--- src/rtl/path_delay_meter_if.sv ---
// Bus between the path delay meter and its environment: launch/capture pins,
// batch request and the batch result handshake.
interface path_delay_meter_if #(
  parameter int CNT_W  = 16,
  parameter int TRIALS = 8
);
  localparam int SUM_W = CNT_W + $clog2(TRIALS);

  logic             start;
  logic             pathInput;
  logic             pathResult;
  logic             busy;
  // Result handshake: a batch result transfers on the first rising edge where
  // resultValid && resultReady. Once raised, resultValid stays high and
  // delaySum/delayMin/delayMax/timeoutFlag stay constant until that transfer;
  // resultReady may be driven freely and never depends on resultValid.
  logic             resultValid;
  logic             resultReady;
  logic [SUM_W-1:0] delaySum;
  logic [CNT_W-1:0] delayMin;
  logic [CNT_W-1:0] delayMax;
  logic             timeoutFlag;

  modport master (
    input  start, pathResult, resultReady,
    output pathInput, busy, resultValid, delaySum, delayMin, delayMax, timeoutFlag
  );

  modport slave (
    output start, pathResult, resultReady,
    input  pathInput, busy, resultValid, delaySum, delayMin, delayMax, timeoutFlag
  );
endinterface

--- src/rtl/path_delay_meter.sv ---
// Measures the propagation delay of an external path in clock cycles over a
// batch of TRIALS launches, reporting sum, minimum, maximum and timeout.
module path_delay_meter #(
  parameter int CNT_W   = 16,
  parameter int TRIALS  = 8,
  parameter int TIMEOUT = 1000,
  parameter int SETTLE  = 16
) (
  input  logic                clk,
  input  logic                rst_n,
  path_delay_meter_if.master  bus,
  output logic [1:0]          dbg_state_o
);

  localparam int SUM_W = CNT_W + $clog2(TRIALS);
  localparam int IDX_W = (TRIALS > 1) ? $clog2(TRIALS) : 1;
  localparam int SET_W = (SETTLE > 1) ? $clog2(SETTLE) : 1;

  localparam logic [CNT_W-1:0] TMO_C     = CNT_W'(TIMEOUT);
  localparam logic [CNT_W-1:0] TMO_M1    = CNT_W'(TIMEOUT - 1);
  localparam logic [IDX_W-1:0] IDX_LAST  = IDX_W'(TRIALS - 1);
  localparam logic [SET_W-1:0] SETTLE_M1 = SET_W'(SETTLE - 1);

  if (TRIALS < 1 || TRIALS > 256 || (TRIALS & (TRIALS - 1)) != 0) begin : g_bad_trials
    $error("path_delay_meter: TRIALS must be a power of two in 1..256");
  end
  if (TIMEOUT < 3 || TIMEOUT >= (2 ** CNT_W)) begin : g_bad_timeout
    $error("path_delay_meter: TIMEOUT must satisfy 3 <= TIMEOUT < 2**CNT_W");
  end
  if (SETTLE < 1) begin : g_bad_settle
    $error("path_delay_meter: SETTLE must be at least 1");
  end

  typedef enum logic [1:0] {
    S_IDLE    = 2'd0,
    S_SETTLE  = 2'd1,
    S_MEASURE = 2'd2,
    S_DONE    = 2'd3
  } state_e;

  state_e           state_q, state_d;
  logic             sync1_q, sync2_q;
  logic             baseline_q, baseline_d;
  logic             path_q, path_d;
  logic [SET_W-1:0] settle_q, settle_d;
  logic [CNT_W-1:0] cnt_q, cnt_d;
  logic [IDX_W-1:0] idx_q, idx_d;
  logic [SUM_W-1:0] sum_q, sum_d;
  logic [CNT_W-1:0] min_q, min_d;
  logic [CNT_W-1:0] max_q, max_d;
  logic             tflag_q, tflag_d;

  logic             arrive;
  logic             tmo;
  logic             record;
  logic [CNT_W-1:0] count_val;

  // Arrival wins over timeout when both happen on the last counted cycle.
  assign arrive    = (sync2_q != baseline_q);
  assign tmo       = !arrive && (cnt_q == TMO_M1);
  assign record    = (state_q == S_MEASURE) && (arrive || tmo);
  assign count_val = arrive ? cnt_q : TMO_C;

  always_comb begin
    state_d    = state_q;
    baseline_d = baseline_q;
    path_d     = path_q;
    settle_d   = settle_q;
    cnt_d      = cnt_q;
    idx_d      = idx_q;
    sum_d      = sum_q;
    min_d      = min_q;
    max_d      = max_q;
    tflag_d    = tflag_q;

    case (state_q)
      S_IDLE: begin
        if (bus.start) begin
          state_d  = S_SETTLE;
          settle_d = '0;
          idx_d    = '0;
          sum_d    = '0;
          min_d    = '1;
          max_d    = '0;
          tflag_d  = 1'b0;
        end
      end

      S_SETTLE: begin
        if (settle_q == SETTLE_M1) begin
          baseline_d = sync2_q;
          path_d     = ~path_q;
          cnt_d      = '0;
          state_d    = S_MEASURE;
        end else begin
          settle_d = settle_q + 1'b1;
        end
      end

      S_MEASURE: begin
        if (record) begin
          sum_d   = sum_q + SUM_W'(count_val);
          min_d   = (count_val < min_q) ? count_val : min_q;
          max_d   = (count_val > max_q) ? count_val : max_q;
          tflag_d = tflag_q | tmo;
          if (idx_q == IDX_LAST) begin
            state_d = S_DONE;
          end else begin
            idx_d    = idx_q + 1'b1;
            settle_d = '0;
            state_d  = S_SETTLE;
          end
        end else begin
          cnt_d = cnt_q + 1'b1;
        end
      end

      S_DONE: begin
        if (bus.resultReady) begin
          state_d = S_IDLE;
        end
      end

      default: state_d = S_IDLE;
    endcase
  end

  always_ff @(posedge clk or negedge rst_n) begin
    if (!rst_n) begin
      state_q    <= S_IDLE;
      sync1_q    <= 1'b0;
      sync2_q    <= 1'b0;
      baseline_q <= 1'b0;
      path_q     <= 1'b0;
      settle_q   <= '0;
      cnt_q      <= '0;
      idx_q      <= '0;
      sum_q      <= '0;
      min_q      <= '0;
      max_q      <= '0;
      tflag_q    <= 1'b0;
    end else begin
      state_q    <= state_d;
      sync1_q    <= bus.pathResult;
      sync2_q    <= sync1_q;
      baseline_q <= baseline_d;
      path_q     <= path_d;
      settle_q   <= settle_d;
      cnt_q      <= cnt_d;
      idx_q      <= idx_d;
      sum_q      <= sum_d;
      min_q      <= min_d;
      max_q      <= max_d;
      tflag_q    <= tflag_d;
    end
  end

  assign bus.pathInput   = path_q;
  assign bus.busy        = (state_q != S_IDLE);
  assign bus.resultValid = (state_q == S_DONE);
  assign bus.delaySum    = sum_q;
  assign bus.delayMin    = min_q;
  assign bus.delayMax    = max_q;
  assign bus.timeoutFlag = tflag_q;
  assign dbg_state_o     = state_q;

endmodule

--- src/flat_wrapper.sv ---
// flat-port wrapper written by rule: the top's interface ports become plain ports
module path_delay_meter_flat 
#(
  parameter int CNT_W   = 16,
  parameter int TRIALS  = 8,
  parameter int TIMEOUT = 1000,
  parameter int SETTLE  = 16
)
  (clk, rst_n, dbg_state_o, bus_start, bus_pathResult, bus_resultReady, bus_pathInput, bus_busy, bus_resultValid, bus_delaySum, bus_delayMin, bus_delayMax, bus_timeoutFlag);
  path_delay_meter_if #(.CNT_W(CNT_W), .TRIALS(TRIALS)) bus_i ();
  input  logic clk;
  input  logic rst_n;
  output logic [1:0] dbg_state_o;
  input wire logic [$bits(bus_i.start)-1:0] bus_start;
  input wire logic [$bits(bus_i.pathResult)-1:0] bus_pathResult;
  input wire logic [$bits(bus_i.resultReady)-1:0] bus_resultReady;
  output wire logic [$bits(bus_i.pathInput)-1:0] bus_pathInput;
  output wire logic [$bits(bus_i.busy)-1:0] bus_busy;
  output wire logic [$bits(bus_i.resultValid)-1:0] bus_resultValid;
  output wire logic [$bits(bus_i.delaySum)-1:0] bus_delaySum;
  output wire logic [$bits(bus_i.delayMin)-1:0] bus_delayMin;
  output wire logic [$bits(bus_i.delayMax)-1:0] bus_delayMax;
  output wire logic [$bits(bus_i.timeoutFlag)-1:0] bus_timeoutFlag;
  assign bus_i.start = bus_start;
  assign bus_i.pathResult = bus_pathResult;
  assign bus_i.resultReady = bus_resultReady;
  assign bus_pathInput = bus_i.pathInput;
  assign bus_busy = bus_i.busy;
  assign bus_resultValid = bus_i.resultValid;
  assign bus_delaySum = bus_i.delaySum;
  assign bus_delayMin = bus_i.delayMin;
  assign bus_delayMax = bus_i.delayMax;
  assign bus_timeoutFlag = bus_i.timeoutFlag;
  path_delay_meter #(.CNT_W(CNT_W), .TRIALS(TRIALS), .TIMEOUT(TIMEOUT), .SETTLE(SETTLE)) u_core (.clk(clk), .rst_n(rst_n), .bus(bus_i), .dbg_state_o(dbg_state_o));
endmodule
--- config.mk ---
export PLATFORM = sky130hd
export DESIGN_NAME = path_delay_meter_flat
export DESIGN_NICKNAME = d
export VERILOG_FILES = /design/src/rtl/path_delay_meter_if.sv /design/src/rtl/path_delay_meter.sv /design/src/flat_wrapper.sv
export SDC_FILE = /design/constraint.sdc
export NUM_CORES = 1
export LEC_CHECK = 0
export CORE_MARGIN = 3
export CORE_UTILIZATION = 55
export DETAILED_ROUTE_END_ITERATION = 16
export MAX_ROUTING_LAYER = met4
export PLACE_DENSITY = 0.76
export SETUP_SLACK_MARGIN = 0.1
export SYNTH_ARGS = -nofsm -noshare
export SYNTH_HDL_FRONTEND = slang
export SYNTH_SLANG_ARGS = --single-unit
--- constraint.sdc ---
create_clock -name clk -period 6.05 [get_ports clk]
set_input_delay 1.21 -clock clk [delete_from_list [all_inputs] [get_ports clk]]
set_output_delay 1.21 -clock clk [all_outputs]
set_load 0.02 [all_outputs]
==> impl_metrics.env, run 1 <==
export IMPL_p_leak_nw=2.998
export IMPL_hpwl_um=10170
export IMPL_nets=723
export IMPL_post_route_period_util=0.5726
export IMPL_vias=4716
export IMPL_worst_slew_pin_transition_ns=1.061
export IMPL_critical_path_arrival_ns=3.73
export IMPL_drt_wirelength_per_cell_um=17.13
export IMPL_min_path_type="reg -> reg"
export IMPL_cts_setup_buffers=0
export IMPL_first_pass_iters=7
export IMPL_crit_family="compound AO/OA/AOI/OAI gates"
export IMPL_cpMaxStageDelayCell="o221ai_1"
export IMPL_r2r_start="u_core.baseline_q"
export IMPL_crit_fanout=17
export IMPL_powerDensity_nw_per_um2=357.7
export IMPL_grtUsageMet2=0.4060
export IMPL_use_met3=0.02779
export IMPL_synthesis_nets=668
export IMPL_setup_viol=0
export IMPL_dieArea_um2=11000
export IMPL_diodes=0
export IMPL_cts_buffer_depth=2
export IMPL_yosysSeqAreaShare=0.3769
export IMPL_slew_headroom=0.2924
export IMPL_coreArea_um2=9371
export IMPL_hp_start="u_core.sync1_q"
export IMPL_grt_overflow=0
export IMPL_hold_viol=0
export IMPL_synth_edf_count=0
export IMPL_numCtsBuffers=9
export IMPL_port_buffers=61
export IMPL_clkLatencyLatePin_ns=0.36
export IMPL_io_pins=62
export IMPL_cp_num_buf_inv=3
export IMPL_rows=35
export IMPL_wl_um=13760
export IMPL_h_tree_depth=3
export IMPL_vias_per_cell=5.873
export IMPL_grt_pass1_vias=4482
export IMPL_gp_congestion=0.8837
export IMPL_clock_sinks=81
export IMPL_synth_avg_cell_area_um2=8.758
export IMPL_critPathRequiredTime_ns=6.31
export IMPL_rsz0062_at_grt="no"
export IMPL_top_usage_layer="met2"
export IMPL_die_h_um=104.9
export IMPL_clk_transition_reported_paths_ns=0.08
export IMPL_slew_viol_final=0
export IMPL_first_iter_violations=280
export IMPL_cp_cell_sequence="xor2_1 -> buf_4 -> nand2_1 -> inv_1 -> ha_1 -> and3_1 -> nand4_1 -> a21oi_1 -> a211oi_1 -> nand3_1 -> o221ai_1 -> buf_4 -> o2bb2ai_1"
export IMPL_layout_drive_gt1_share=0.04006
export IMPL_start_util=0.5738
export IMPL_yosys_register_bits=81
export IMPL_status="complete, no violations"
export IMPL_synthDistinctLibCells=60
export IMPL_grt_max_degree=82
export IMPL_power_mw=2.262
export IMPL_synth_flop_cell="dfrtp_1"
export IMPL_drc=0
export IMPL_criticalPathCategory="reg -> reg"
export IMPL_grt_antenna_before_repair=0
export IMPL_min_period_ns=3.464
export IMPL_use_met1=0.3586
export IMPL_cp_common_cell="buf_4"
export IMPL_postSynth_asyncResetShare=1.000
export IMPL_syn_area_um2=5378
export IMPL_fin_skew_ns=0.01391
export IMPL_die_x_um=104.9
export IMPL_worstSetupStartpoint="u_core.baseline_q"
export IMPL_grtUsageTotal=0.2610
export IMPL_holdBufCountCts=0
export IMPL_netlist_instances=614
export IMPL_max_cap_violations=0
export IMPL_start_kind="flip-flop"
export IMPL_fmax_mhz=288.7
export IMPL_setup_tns_ns=0
export IMPL_ant_nets=0
export IMPL_vdd_ir_drop_max_v=0.0003666
export IMPL_critPathMaxStageDelay_ns=0.65
export IMPL_cts_root_buf="clkbuf_8"
export IMPL_synth_warnings=0
export IMPL_cts_resized=0
export IMPL_grt_pass1_wl_um=22620
export IMPL_cts_tree="done"
export IMPL_end_kind="flip-flop"
export IMPL_area_growth_pct=17.59
## area by class of cell
class | count | area (um^2)
multi-input cells | 459 | 3064
fillers | 828 | 3048
flip-flops and latches | 81 | 2027
repair buffers | 66 | 645.6
inverters | 52 | 195.2
well taps | 129 | 161.4
clock buffers | 12 | 155.1
clock inverters | 4 | 75.07
## placed cells by master (no fill, tap or decap), drive strengths merged, types with 19 or more instances in the layout
cell type	count
a21oi	41
ha	49
inv	52
dfrtp	81
xor2	19
nand2	56
nand3	19
nor2	76
clkdlybuf4s50	60
o21ai	33
## per-stage QoR
stage / worst slack, ns / cell area (um^2) / instances / hold slack, ns / utilization
detailed placement: 2.674 / 6093 / 787 / 0.3602 / 0.6502
finish: 2.586 / 6324 / 803 / 0.3848 / 0.6748
global placement: 2.727 / 6093 / 787 / 0.3357 / 0.6502
global route: 2.413 / 6324 / 803 / 0.3876 / 0.6748
floorplan: 2.984 / 5378 / 614 / 0.3312 / -
CTS: 2.623 / 6324 / 803 / 0.3863 / 0.6748
## worst paths after layout
kind | slack [ns] | cells after the start | end
max in group asynchronous | 4.32 | 1 | u_core.cnt_q[14]
worst max-delay path | 2.59 | 13 | u_core.bus.delayMax[13]
worst min register to register | 0.38 | 0 | u_core.sync2_q
min in group asynchronous | 1.01 | 1 | u_core.bus.delayMin[4]
worst max register to register | 2.59 | 13 | u_core.bus.delayMax[13]
worst min-delay path | 0.38 | 0 | u_core.sync2_q
## sequential cells by signal (all words and copies together) (netlist names)
name	flops
u_core.baseline_q	1
u_core.bus.delayMax	16
u_core.bus.delayMin	16
u_core.bus.delaySum	19
u_core.bus.pathInput	1
u_core.bus.timeoutFlag	1
u_core.cnt_q	16
u_core.dbg_state_o	2
u_core.idx_q	3
u_core.settle_q	4
u_core.sync1_q	1
u_core.sync2_q	1
## logic make-up after synthesis
kind of cell | share of synthesized area
simple gates | 0.1903
compound gates | 0.1775
flops | 0.3769
buf+inv | 0.05328
fa+ha+maj | 0.1159
xor+xnor | 0.05049
mux | 0.03560
## cells in the mapped netlist, types with 3 or more instances
library cell	count	area, um^2
nand2b_1	5	31.28
nor3_1	8	40.04
mux2i_1	18	180.2
nand4_1	16	100.1
clkbuf_1	20	75.07
or4_1	3	22.52
nand3_1	19	95.09
xor2_1	19	166.4
dfrtp_1	81	2027
a311oi_1	3	26.28
ha_1	49	613.1
o2bb2ai_1	16	140.1
and3_1	12	75.07
xnor2_1	12	105.1
a21o_1	10	75.07
a21oi_1	41	205.2
a211oi_1	8	60.06
nor2_1	76	285.3
a2111oi_0	3	26.28
o21ai_0	33	165.2
inv_1	52	195.2
o211ai_1	3	22.52
nand2_1	56	210.2
o21a_1	3	22.52
nor2b_1	4	25.02
## per-layer routing
| layer | vias up | share of wire | wire, um |
|---|---|---|---|
| li1 | 2287 | - | - |
| met1 | 2266 | 0.47 | 6515 |
| met2 | 147 | 0.46 | 6371 |
| met5 | - | 0 | 0 |
| met4 | 0 | 0.017 | 234 |
| met3 | 16 | 0.046 | 635 |
## report_power, final
| group | switching, mW | internal (mW) | leakage, nW | total (mW) |
|---|---|---|---|---|
| clock | 0.203 | 0.255 | 0.109 | 0.458 |
| combinational | 0.641 | 0.429 | 1.85 | 1.07 |
| sequential | 0.100 | 0.633 | 1.04 | 0.733 |
Power figures use the tool's default switching activity.
==> run 2: changes to the inputs <==
==> constraint.sdc (replaced) <==
create_clock -name clk -period 3.2 [get_ports clk]
set_input_delay 0.64 -clock clk [delete_from_list [all_inputs] [get_ports clk]]
set_output_delay 0.64 -clock clk [all_outputs]
set_load 0.02 [all_outputs]
==> run 2 against run 1 <==
Against the previous run: register-to-register slack got worse by 2.4 ns; core utilization up 2.0 points; sequential share of layout area fell by 0.94 points; clock skew is 0.0022 ns higher; fmax is 15% higher; flip-flop and latch count did not move; design area up 3.0%.
==> impl_metrics.env, run 2 (synthesis results as in run 1) <==
export IMPL_max_cap_violations=0
export IMPL_vias=4879
export IMPL_die_h_um=104.9
export IMPL_layout_commonest_cell="dfrtp_1"
export IMPL_first_iter_violations=337
export IMPL_die_x_um=104.9
export IMPL_clk_transition_reported_paths_ns=0.08
export IMPL_clock_sinks=81
export IMPL_start_util=0.5738
export IMPL_area_growth_pct=21.13
export IMPL_cts_buffer_depth=2
export IMPL_vias_per_cell=5.957
export IMPL_critical_path_arrival_ns=3.27
export IMPL_r2r_setup_slack_ns=0.20
export IMPL_first_pass_iters=6
export IMPL_min_path_type="reg -> reg"
export IMPL_instances_no_fill=819
export IMPL_rsz0062_at_grt="no"
export IMPL_final_cell_mix="dfrtp_1, nor2_1, clkdlybuf4s50_1, nand2_1, inv_1"
export IMPL_grt_pass1_wl_um=24450
export IMPL_crit_fanout=11
export IMPL_ant_nets=0
export IMPL_critPathMaxStageDelay_ns=0.43
export IMPL_hpwl_um=10920
export IMPL_dp_cells=801
export IMPL_status="complete, no violations"
export IMPL_criticalPathCategory="reg -> reg"
export IMPL_post_route_util=0.6951
export IMPL_start_kind="flip-flop"
export IMPL_diodes=0
export IMPL_rows=35
export IMPL_grt_max_degree=82
export IMPL_cts_tree="done"
export IMPL_vdd_ir_drop_max_v=0.0004596
export IMPL_grt_pass1_vias=4783
export IMPL_h_tree_depth=3
export IMPL_gp_congestion=0.8912
export IMPL_dp_slack_ns=0.09413
export IMPL_cp_cell_sequence="xor2_1 -> buf_4 -> nand2_1 -> inv_1 -> buf_4 -> ha_1 -> a21o_1 -> a21o_1 -> a21oi_1 -> o22ai_1 -> nor4_4 -> buf_4 -> mux2i_1"
export IMPL_hp_start="u_core.sync1_q"
export IMPL_crit_family="buffers and inverters"
export IMPL_dieArea_um2=11000
export IMPL_power_mw=4.404
export IMPL_fmax_mhz=332.9
export IMPL_grtUsageTotal=0.2833
export IMPL_holdBufCountCts=0
export IMPL_hold_viol=0
export IMPL_port_buffers=61
export IMPL_powerDensity_nw_per_um2=676.0
export IMPL_cp_common_cell="buf_4"
export IMPL_drt_wirelength_per_cell_um=18.10
export IMPL_holdPathStages=0
export IMPL_min_period_ns=3.004
export IMPL_worst_slew_pin_transition_ns=1.033
export IMPL_fin_skew_ns=0.01615
export IMPL_post_route_period_util=0.9387
export IMPL_end_kind="flip-flop"
export IMPL_nets=739
export IMPL_largest_reg_flops=19
export IMPL_drc=0
export IMPL_r2r_start="u_core.sync2_q"
export IMPL_slew_viol_final=0
export IMPL_slew_headroom=0.3111
export IMPL_clkLatencyLatePin_ns=0.36
export IMPL_setup_viol=0
export IMPL_coreArea_um2=9371
export IMPL_numCtsBuffers=9
export IMPL_cp_num_buf_inv=4
export IMPL_crit_cells=13
export IMPL_reg2reg_depth=13
export IMPL_grt_antenna_before_repair=0
export IMPL_p_leak_nw=3.064
export IMPL_cpMaxStageDelayCell="dfrtp_1"
export IMPL_setup_tns_ns=0
export IMPL_wl_um=14820
export IMPL_grt_overflow=0
export IMPL_critPathRequiredTime_ns=3.46
export IMPL_fin_ws_ns=0.1962
export IMPL_io_pins=62
export IMPL_layout_drive_gt1_share=0.09275
export IMPL_worstSetupStartpoint="u_core.sync2_q"
export IMPL_cts_root_buf="clkbuf_8"
[run 2: changes by cell type in the layout (fill, tap and decap cells not counted), sizes merged]
| cell | before | now |
|---|---|---|
| buf | 6 | 22 |
| clkinv | 0 | 3 |
| clkbuf | 12 | 10 |
| clkinvlp | 2 | 0 |
| inv | 52 | 53 |
[run 2: metal layers]
metal | GRT usage | wire [um] | share of wire | vias up
met5 | - | 0 | 0 | -
met4 | 0.1050 | 451 | 0.030 | 0
met3 | 0.04385 | 902 | 0.061 | 34
met2 | 0.4345 | 6970 | 0.47 | 166
met1 | 0.3819 | 6496 | 0.44 | 2362
li1 | - | - | - | 2317
[run 2: path summary, 6_finish.rpt]
| check | end |
|---|---|
| setup / recovery | u_core.bus.delayMin[15] |
| setup reg to reg | u_core.bus.delayMin[15] |
| min in group asynchronous | u_core.bus.delayMax[14] |
| max in group asynchronous | u_core.dbg_state_o[1] |
| hold reg to reg | u_core.sync2_q |
| hold / removal | u_core.sync2_q |
[run 2: area by class of cell]
| class | instances | area (um^2) |
|---|---|---|
| multi-input cells | 459 | 3141 |
| fillers | 789 | 2858 |
| flip-flops and latches | 81 | 2027 |
| repair buffers | 82 | 770.7 |
| inverters | 52 | 195.2 |
| well taps | 129 | 161.4 |
| clock buffers | 10 | 127.6 |
| clock inverters | 6 | 91.34 |
[run 2: repair_timing]
item                       in CTS  in global routing
pin swaps                       0                  5
gates resized for setup         1                 26
buffers inserted                0                  1
cloned                          0                  1
setup endpoints to repair       1                 39
[run 2: per-stage QoR]
stage | cell area, um^2 | hold WS, ns
finish | 6514 | 0.3729
global route | 6514 | 0.3821
CTS | 6419 | 0.3777
detailed placement | 6198 | 0.3648
global placement | 6198 | 0.3705
floorplan | 5378 | 0.3312
[run 2: power breakdown]
group / switching, mW / leakage, nW / internal [mW]
combinational: 1.28 / 1.91 / 0.892
sequential: 0.205 / 1.04 / 1.20
clock: 0.387 / 0.111 / 0.444
total: 1.87 / 3.06 / 2.53
==> run 3: changes to the inputs <==
--- a/config.mk
+++ b/config.mk
@@ -11,6 +11,7 @@
 export MAX_ROUTING_LAYER = met4
 export PLACE_DENSITY = 0.76
 export SETUP_SLACK_MARGIN = 0.1
+export SKIP_CTS_REPAIR_TIMING = 1
 export SYNTH_ARGS = -nofsm -noshare
 export SYNTH_HDL_FRONTEND = slang
 export SYNTH_SLANG_ARGS = --single-unit
==> run 3 against run 2 <==
Against the previous run: combinational power about the same; final cell count unchanged; highest routed layer unchanged; worst setup slack got worse by 0.0056 ns; fmax decreased by 0.19%; flip-flop and latch count unchanged.
==> impl_metrics.env, run 3 (synthesis results as in run 1) <==
export IMPL_critPathMaxStageDelay_ns=0.43
export IMPL_first_iter_violations=286
export IMPL_diodes=0
export IMPL_swShare=0.4253
export IMPL_nets=739
export IMPL_vias_per_cell=5.952
export IMPL_fmax_mhz=332.3
export IMPL_p_int_mw=2.534
export IMPL_final_cell_mix="dfrtp_1, nor2_1, clkdlybuf4s50_1, nand2_1, inv_1"
export IMPL_whs_ns=0.3762
export IMPL_status="complete, no violations"
export IMPL_clock_sinks=81
export IMPL_wl_um=14840
export IMPL_critPathRequiredTime_ns=3.46
export IMPL_vdd_ir_drop_max_v=0.0004629
export IMPL_ant_nets=0
export IMPL_area_growth_pct=21.13
export IMPL_start_kind="flip-flop"
export IMPL_setup_tns_ns=0
export IMPL_crit_fanout=11
export IMPL_h_tree_depth=3
export IMPL_die_x_um=104.9
export IMPL_grt_pass1_vias=4781
export IMPL_worst_slew_pin_transition_ns=1.026
export IMPL_slew_viol_final=0
export IMPL_setup_viol=0
export IMPL_cp_cell_sequence="xor2_1 -> buf_4 -> nand2_1 -> inv_1 -> buf_4 -> ha_1 -> a21o_1 -> a21o_1 -> a21oi_1 -> o22ai_1 -> nor4_4 -> buf_4 -> mux2i_1"
export IMPL_vias=4875
export IMPL_clk_transition_reported_paths_ns=0.08
export IMPL_min_period_ns=3.009
export IMPL_powerDensity_nw_per_um2=676.8
export IMPL_start_util=0.5738
export IMPL_coreArea_um2=9371
export IMPL_drc=0
export IMPL_grtUsageTotal=0.2832
export IMPL_grt_pass1_wl_um=24430
export IMPL_fin_skew_ns=0.01722
export IMPL_rows=35
export IMPL_rsz0062_at_grt="no"
export IMPL_dieArea_um2=11000
export IMPL_criticalPathCategory="reg -> reg"
export IMPL_drt_wirelength_per_cell_um=18.11
export IMPL_post_route_period_util=0.9404
export IMPL_hpwl_um=10920
export IMPL_first_pass_iters=6
export IMPL_layout_commonest_cell="dfrtp_1"
export IMPL_cts_root_buf="clkbuf_8"
export IMPL_die_h_um=104.9
export IMPL_seq_power_share=0.318
export IMPL_power_frac_comb=0.493
export IMPL_end_kind="flip-flop"
export IMPL_port_buffers=61
export IMPL_cts_buffer_depth=2
export IMPL_clkLatencyLatePin_ns=0.36
export IMPL_critical_path_arrival_ns=3.27
export IMPL_grt_max_degree=82
export IMPL_p_leak_nw=3.064
export IMPL_min_path_type="reg -> reg"
export IMPL_largest_reg_flops=19
export IMPL_grt_overflow=0
export IMPL_layout_drive_gt1_share=0.09275
export IMPL_hold_viol=0
export IMPL_max_cap_violations=0
export IMPL_cts_tree="done"
export IMPL_io_pins=62
export IMPL_slew_headroom=0.3159
export IMPL_cp_common_cell="buf_4"
export IMPL_grt_antenna_before_repair=0
export IMPL_gp_congestion=0.8912
export IMPL_cpMaxStageDelayCell="dfrtp_1"
export IMPL_numCtsBuffers=9
export IMPL_fill_cells=789
export IMPL_clkPwrFrac=0.189
export IMPL_power_switching_mw=1.875
-- run 3: cell counts in the layout (fill, tap and decap cells not counted) --
Identical to the previous run, type by type.
-- run 3: critical path: cells and delay by family (launching register included) --
kind	cells	cell delay [ns]
AOI/OAI and AO/OA	4	0.68
xor gates and xnor gates	1	0.22
adders and majority gates	1	0.23
buffers and inverters	4	0.77
DFF	1	0.43
muxes	1	0.22
and+or+nand+nor	2	0.36
-- run 3: power groups by stage --
stage          Clock [mW]  Sequential, mW  Combinational [mW]
2_1_floorplan           0            1.51                1.25
3_3_place_gp            0            1.40                2.04
3_5_place_dp            0            1.41                2.10
4_1_cts             0.852            1.39                2.11
5_1_grt             0.890            1.43                2.39
6_report            0.834            1.40                2.17
-- run 3: per-layer routing --
metal  GRT usage  up-vias  wire (um)
li1            -     2321          -
met1      0.3815     2327       6487
met2      0.4345      195       6951
met3     0.04385       32        972
met4      0.1050        0        425
met5           -        -          0
-- run 3: final timing paths --
check                          startpoint                       to  slack, ns  depth (start not counted)
max reg2reg                u_core.sync2_q  u_core.bus.delayMin[15]       0.19                         13
max                        u_core.sync2_q  u_core.bus.delayMin[15]       0.19                         13
max in group asynchronous           rst_n    u_core.dbg_state_o[1]       2.08                          1
min                        u_core.sync1_q           u_core.sync2_q       0.38                          0
min in group asynchronous           rst_n  u_core.bus.delayMax[14]       0.45                          1
min reg2reg                u_core.sync1_q           u_core.sync2_q       0.38                          0
-- run 3: through the flow --
step / area [um^2] / worst slack, ns / power [mW] / cells / utilization
2_1_floorplan: 5378 / 0.1337 / 2.758 / 614 / -
3_3_place_gp: 6198 / 0.2237 / 3.444 / 801 / 0.6614
3_5_place_dp: 6198 / 0.09413 / 3.512 / 801 / 0.6614
4_1_cts: 6417 / 0.07205 / 4.358 / 817 / 0.6848
5_1_grt: 6514 / 0.06777 / 4.707 / 819 / 0.6951
6_report: 6514 / 0.1906 / 4.409 / 819 / 0.6951
-- run 3: layout make-up --
cell class                 count  area [um^2]  share of cell area
inverter                      52        195.2             0.02997
tap                          129        161.4             0.02478
multi-input combinational    459         3141              0.4821
sequential                    81         2027              0.3112
clock inverter                 6        91.34             0.01402
timing repair buffer          82        770.7              0.1183
clock buffer                  10        127.6             0.01959
